===== src/rtl/td4_prog_mem_if.sv =====
// rtl/td4_prog_mem_if.sv - fetch, loader and status bundle for the TD4 program memory
interface td4_prog_mem_if #(
    parameter int ADDR_W = 4,
    parameter int DATA_W = 8
);
    logic [ADDR_W-1:0] fetch_addr;
    logic [DATA_W-1:0] fetch_data;
    logic              fetch_valid;
    logic              busy;
    logic              load_start;
    logic [DATA_W-1:0] load_data;
    logic              load_valid;
    logic              load_last;
    logic              load_ready;
    logic [ADDR_W:0]   load_count;
    logic              load_done;
    logic              err_overflow;

    modport master (
        output fetch_addr, load_start, load_data, load_valid, load_last,
        input  fetch_data, fetch_valid, busy, load_ready, load_count, load_done, err_overflow
    );

    modport slave (
        input  fetch_addr, load_start, load_data, load_valid, load_last,
        output fetch_data, fetch_valid, busy, load_ready, load_count, load_done, err_overflow
    );
endinterface


===== src/rtl/td4_prog_mem.sv =====
// rtl/td4_prog_mem.sv - writable TD4 program memory with post-reset clear and byte-stream loader
module td4_prog_mem #(
    parameter int              ADDR_W = 4,
    parameter int              DATA_W = 8,
    parameter logic [DATA_W-1:0] FILL = '0
) (
    input  logic           clk,
    input  logic           reset,
    td4_prog_mem_if.slave  bus
);
    localparam int DEPTH = 2 ** ADDR_W;
    localparam logic [ADDR_W-1:0] LAST_ADDR = ADDR_W'(DEPTH - 1);

    typedef enum logic [1:0] {
        ST_CLEAR = 2'd0,
        ST_RUN   = 2'd1,
        ST_LOAD  = 2'd2
    } state_t;

    state_t            state_q, state_d;
    logic [ADDR_W-1:0] clr_ptr_q, clr_ptr_d;
    logic [ADDR_W-1:0] wr_ptr_q, wr_ptr_d;
    logic [DATA_W-1:0] fetch_data_q, fetch_data_d;
    logic              fetch_valid_q, fetch_valid_d;
    logic [ADDR_W:0]   load_count_q, load_count_d;
    logic              load_done_q, load_done_d;
    logic              err_overflow_q, err_overflow_d;

    logic [DATA_W-1:0] mem [DEPTH];
    logic              mem_we;
    logic [ADDR_W-1:0] mem_addr;
    logic [DATA_W-1:0] mem_wdata;
    logic              xfer;
    logic              at_end;

    // Next-state logic; the single memory address is muxed by state so the array maps onto one RAM port
    always_comb begin
        state_d        = state_q;
        clr_ptr_d      = clr_ptr_q;
        wr_ptr_d       = wr_ptr_q;
        fetch_data_d   = fetch_data_q;
        fetch_valid_d  = fetch_valid_q;
        load_count_d   = load_count_q;
        load_done_d    = 1'b0;
        err_overflow_d = err_overflow_q;
        mem_we         = 1'b0;
        mem_addr       = bus.fetch_addr;
        mem_wdata      = bus.load_data;
        xfer           = (state_q == ST_LOAD) && bus.load_valid;
        at_end         = (wr_ptr_q == LAST_ADDR);

        case (state_q)
            ST_CLEAR: begin
                mem_addr      = clr_ptr_q;
                mem_wdata     = FILL;
                mem_we        = 1'b1;
                clr_ptr_d     = clr_ptr_q + 1'b1;
                fetch_valid_d = 1'b0;
                if (clr_ptr_q == LAST_ADDR) begin
                    state_d = ST_RUN;
                end
            end
            ST_RUN: begin
                fetch_data_d  = mem[mem_addr];
                fetch_valid_d = !bus.load_start;
                if (bus.load_start) begin
                    state_d        = ST_LOAD;
                    wr_ptr_d       = '0;
                    load_count_d   = '0;
                    err_overflow_d = 1'b0;
                end
            end
            ST_LOAD: begin
                mem_addr      = wr_ptr_q;
                fetch_valid_d = 1'b0;
                if (xfer) begin
                    mem_we       = 1'b1;
                    load_count_d = load_count_q + 1'b1;
                    if (!at_end) begin
                        wr_ptr_d = wr_ptr_q + 1'b1;
                    end
                    if (bus.load_last || at_end) begin
                        state_d     = ST_RUN;
                        load_done_d = 1'b1;
                    end
                    if (at_end && !bus.load_last) begin
                        err_overflow_d = 1'b1;
                    end
                end
            end
            default: begin
                state_d = ST_CLEAR;
            end
        endcase
    end

    // Control registers; reset always restarts the clear sequence and drops any partial load
    always_ff @(posedge clk) begin
        if (reset) begin
            state_q        <= ST_CLEAR;
            clr_ptr_q      <= '0;
            wr_ptr_q       <= '0;
            fetch_data_q   <= '0;
            fetch_valid_q  <= 1'b0;
            load_count_q   <= '0;
            load_done_q    <= 1'b0;
            err_overflow_q <= 1'b0;
        end else begin
            state_q        <= state_d;
            clr_ptr_q      <= clr_ptr_d;
            wr_ptr_q       <= wr_ptr_d;
            fetch_data_q   <= fetch_data_d;
            fetch_valid_q  <= fetch_valid_d;
            load_count_q   <= load_count_d;
            load_done_q    <= load_done_d;
            err_overflow_q <= err_overflow_d;
        end
    end

    // Memory array write port; no reset on the storage itself, the clear sequence wipes it
    always_ff @(posedge clk) begin
        if (mem_we && !reset) begin
            mem[mem_addr] <= mem_wdata;
        end
    end

    assign bus.fetch_data   = fetch_data_q;
    assign bus.fetch_valid  = fetch_valid_q;
    assign bus.busy         = (state_q != ST_RUN);
    assign bus.load_ready   = (state_q == ST_LOAD);
    assign bus.load_count   = load_count_q;
    assign bus.load_done    = load_done_q;
    assign bus.err_overflow = err_overflow_q;
endmodule


===== src/flat_wrapper.sv =====
// flat-port wrapper written by rule: the top's interface ports become plain ports
module td4_prog_mem_flat 
#(
    parameter int              ADDR_W = 4,
    parameter int              DATA_W = 8,
    parameter logic [DATA_W-1:0] FILL = '0
)
  (clk, reset, bus_fetch_addr, bus_load_start, bus_load_data, bus_load_valid, bus_load_last, bus_fetch_data, bus_fetch_valid, bus_busy, bus_load_ready, bus_load_count, bus_load_done, bus_err_overflow);
  td4_prog_mem_if #(.ADDR_W(ADDR_W), .DATA_W(DATA_W)) bus_i ();
  input  logic clk;
  input  logic reset;
  input wire logic [$bits(bus_i.fetch_addr)-1:0] bus_fetch_addr;
  input wire logic [$bits(bus_i.load_start)-1:0] bus_load_start;
  input wire logic [$bits(bus_i.load_data)-1:0] bus_load_data;
  input wire logic [$bits(bus_i.load_valid)-1:0] bus_load_valid;
  input wire logic [$bits(bus_i.load_last)-1:0] bus_load_last;
  output wire logic [$bits(bus_i.fetch_data)-1:0] bus_fetch_data;
  output wire logic [$bits(bus_i.fetch_valid)-1:0] bus_fetch_valid;
  output wire logic [$bits(bus_i.busy)-1:0] bus_busy;
  output wire logic [$bits(bus_i.load_ready)-1:0] bus_load_ready;
  output wire logic [$bits(bus_i.load_count)-1:0] bus_load_count;
  output wire logic [$bits(bus_i.load_done)-1:0] bus_load_done;
  output wire logic [$bits(bus_i.err_overflow)-1:0] bus_err_overflow;
  assign bus_i.fetch_addr = bus_fetch_addr;
  assign bus_i.load_start = bus_load_start;
  assign bus_i.load_data = bus_load_data;
  assign bus_i.load_valid = bus_load_valid;
  assign bus_i.load_last = bus_load_last;
  assign bus_fetch_data = bus_i.fetch_data;
  assign bus_fetch_valid = bus_i.fetch_valid;
  assign bus_busy = bus_i.busy;
  assign bus_load_ready = bus_i.load_ready;
  assign bus_load_count = bus_i.load_count;
  assign bus_load_done = bus_i.load_done;
  assign bus_err_overflow = bus_i.err_overflow;
  td4_prog_mem #(.ADDR_W(ADDR_W), .DATA_W(DATA_W), .FILL(FILL)) u_core (.clk(clk), .reset(reset), .bus(bus_i));
endmodule

===== config.mk =====
export PLATFORM = sky130hd
export DESIGN_NAME = td4_prog_mem_flat
export DESIGN_NICKNAME = d
export VERILOG_FILES = /design/src/rtl/td4_prog_mem_if.sv /design/src/rtl/td4_prog_mem.sv /design/src/flat_wrapper.sv
export SDC_FILE = /design/constraint.sdc
export NUM_CORES = 1
export LEC_CHECK = 0
export CAP_MARGIN = 0
export CORE_ASPECT_RATIO = 0.9
export CORE_MARGIN = 4
export CORE_UTILIZATION = 45
export DETAILED_ROUTE_END_ITERATION = 6
export PLACE_DENSITY = 0.75
export SLEW_MARGIN = 20
export SYNTH_ARGS = -nofsm -noshare
export SYNTH_HDL_FRONTEND = slang
export SYNTH_SLANG_ARGS = --single-unit

===== constraint.sdc =====
create_clock -name clk -period 5.6 [get_ports clk]
set_input_delay 1.4 -clock clk [delete_from_list [all_inputs] [get_ports clk]]
set_output_delay 1.4 -clock clk [all_outputs]
set_load 0.005 [all_outputs]

==> impl_metrics.csv <==
group,metric,value,unit
status,status,"finished, final reports clean",
grt,antenna_found_initial,0,
route,drc_errors,0,
power_and_ir_drop,leakage,2.442,nW
route,viasPerCell,5.768,
logic_synthesis,synth-edff-count,128,
logic_synthesis,ys_ff_latch,154,
final_layout,seqCellArea,4364,um^2
critical_path,critPathMaxFanout,16,
timing,skew,11.10,ps
critical_path,end_kind,"flop",
timing,finalSetupTns,0,ps
final_layout,design_area,7289,um^2
grt,grt_pass1_vias,3472,
floorplan,rows,40,
grt,grt_max_degree,30,
clock_tree,cts.clk_slew.worst_paths,60,ps
clock_tree,clock-root-buffer,"clkbuf_16",
floorplan,initial_core_util,0.4614,
power_and_ir_drop,ir_worst_vdd,202.8,uV
route,vias,3374,
floorplan,core-area,13410,um^2
timing,final_max_slew_viol_count,0,
flow_run,cap_violations,0,
clock_tree,cts_setup_buffers,0,
route,routed_wl,12540,um
final_layout,layoutNonFillerInstCount,585,
logic_synthesis,ys_seq_area_frac,0.7052,
final_layout,syn_to_final_growth,17.79,%
grt,grt_pass1_wl,19830,um
floorplan,die_h,119.3,um
route,ant_nets,0,
floorplan,dieArea,15690,um^2
placed_design,dpl.hpwl,8243,um
timing,setup_viol,0,
clock_tree,cts_made_buffers,17,
logic_synthesis,synthCells,363,
logic_synthesis,synth_fp_nets,383,
timing,clock.fmax,0.2759,GHz
clock_tree,cts.sinks,154,
final_layout,multi_input_area,1685,um^2
timing,max_slew_margin,0.3956,
logic_synthesis,synthArstFlopShare,0,
min_path,hp-class,"reg -> reg",
timing,tightest_slew,906.6,ps
logic_synthesis,ys_warn_count,0,
final_layout,drive_above_1_share,0.1751,
placed_design,placed_cell_area,6679,um^2
placed_design,port-buffer-count,34,
clock_tree,tritoncts,"done",
logic_synthesis,syn-cell-area,6188,um^2
critical_path,critPathKind,"in -> reg",
timing,rsz0062_at_grt,"no",
placed_design,dp.cells,553,
critical_path,cp.arrival,3660,ps
clock_tree,cts_hold_buf,0,
logic_synthesis,netlist-cell-type-count,45,
timing,post-route-period-util,0.6471,
timing,fin_crit,3624,ps
power_and_ir_drop,p_per_area,342.6,nW/um^2
clock_tree,cts.path.max_buffers,2,
floorplan,chipWidth,131.6,um
clock_tree,clock_latency,420,ps
logic_synthesis,synth-main-ff-cell,"edfxtp_1",
floorplan,ios,35,
route,post_drt_wl_per_cell,21.44,um
clock_tree,cts.htree.levels,4,
critical_path,cp.required,5640,ps
final_layout,diodes,0,
route,drt-initial-drc-count,403,
timing,finalHoldViolCount,0,
clock_tree,ctsResizeCount,0,
final_layout,fillCellCount,1063,
placed_design,place.gp.congestion,0.7842,
grt,overflow,0,
grt,grtUsageTotal,0.1693,
final_layout,nets,424,
logic_synthesis,avgSynthCellArea,17.05,um^2
route,drtPass1Iterations,4,
critical_path,crit_path_start_kind,"primary input",
-- metrics by stage --
stage          utilization  power (mW)  setup WS [ps]  hold WS, ps
6_report            0.5435       2.497           1976        452.4
5_1_grt             0.5435       2.583           1799        473.3
4_1_cts             0.5433       2.511           2039        460.2
3_5_place_dp        0.4979       1.371           1614        445.4
3_3_place_gp        0.4979       1.367           1801        444.6
2_1_floorplan            -       1.339           2797        442.0
-- routing by layer --
| layer | global-route usage | share of wire |
|---|---|---|
| met5 | 0 | 0 |
| met4 | 0.05381 | 0.017 |
| met3 | 0.06039 | 0.072 |
| met2 | 0.2400 | 0.44 |
| met1 | 0.2452 | 0.47 |
-- power breakdown --
| group | total (mW) | internal, mW | leakage, nW | switching (mW) |
|---|---|---|---|---|
| Clock | 1.15 | 0.718 | 0.307 | 0.434 |
| Combinational | 0.101 | 0.0484 | 0.733 | 0.0528 |
| Sequential | 1.24 | 1.24 | 1.40 | 0.00509 |
-- cell families (layout without fill, tap and decap cells) --
family	after synthesis	after routing	share of synthesized area
flops	154	154	0.7052
simple gates	74	74	0.05904
mux	51	51	0.1444
compound gates	48	48	0.05217
buf+inv	26	80	0.02325
xor+xnor	7	7	0.009907
fa+ha+maj	3	3	0.006066
-- worst paths after layout --
kind	startpoint	end	slack, ps	cells after the start
setup / recovery	reset	u_core.mem[6][3]$_DFFE_PP_	1980	4
hold / removal	u_core.bus.err_overflow$_SDFFE_PP0P_	u_core.bus.err_overflow$_SDFFE_PP0P_	450	2
setup reg to reg	u_core.state_q[1]$_SDFFE_PP0P_	u_core.mem[6][3]$_DFFE_PP_	2840	4
hold reg to reg	u_core.bus.err_overflow$_SDFFE_PP0P_	u_core.bus.err_overflow$_SDFFE_PP0P_	450	2
-- state kept, by name, indices dropped and copies added, names as in the netlist, 2 cells and up --
register,flops
u_core.mem,128
u_core.bus.fetch_data,8
u_core.bus.load_count,5
u_core.clr_ptr_q,4
u_core.wr_ptr_q,4
u_core.state_q,2
-- cell type report --
class | instances | area share
clock buffer | 24 | 0.07364
inverter | 5 | 0.002575
tap | 168 | 0.02884
timing repair buffer | 43 | 0.05527
clock inverter | 8 | 0.009784
sequential | 154 | 0.5987
multi-input combinational | 183 | 0.2312
-- worst max-delay path, cell delays in order --
cell and delay, ps:
clkdlybuf4s50_1 670, nor4b_1 610, nand2_1 250, nor2_1 730
-- cell usage after synthesis, types with 2 or more instances --
cell       instances  area [um^2]
a2111oi_0          2        17.52
a211oi_1           2        15.01
a21oi_1            9        45.04
a2bb2oi_1          7        61.31
and3b_1            2        17.52
buf_2              9        45.04
buf_4              3        22.52
clkbuf_1           6        22.52
dfxtp_1           26        520.5
edfxtp_1         128         3844
ha_1               3        37.54
inv_1              5        18.77
mux2i_1           21        210.2
mux4_1             2        52.55
mux4_2            28        630.6
nand2_1           15        56.30
nand3_1            3        15.01
nor2_1            28        105.1
nor2b_1           13        81.33
o2111ai_1          2        17.52
o21a_1             3        22.52
o21ai_0            9        45.04
o21ai_1            6        30.03
or3_1              5        31.28
xnor2_1            2        17.52
xor2_1             5        43.79
-- cells in the final DEF, fill, tap and decap left out, types with 5 or more instances in the layout --
| master | n |
|---|---|
| mux4_2 | 28 |
| o21ai_1 | 6 |
| nor2b_1 | 11 |
| dfxtp_1 | 26 |
| buf_4 | 9 |
| inv_4 | 5 |
| nand2_1 | 15 |
| a2bb2oi_1 | 7 |
| or3_1 | 5 |
| edfxtp_1 | 128 |
| nor2_1 | 28 |
| clkdlybuf4s50_1 | 33 |
| xor2_1 | 5 |
| clkbuf_16 | 21 |
| o21ai_0 | 9 |
| inv_1 | 5 |
| mux2i_1 | 21 |
| a21oi_1 | 9 |
No activity file was read; power rests on OpenSTA's default activity.
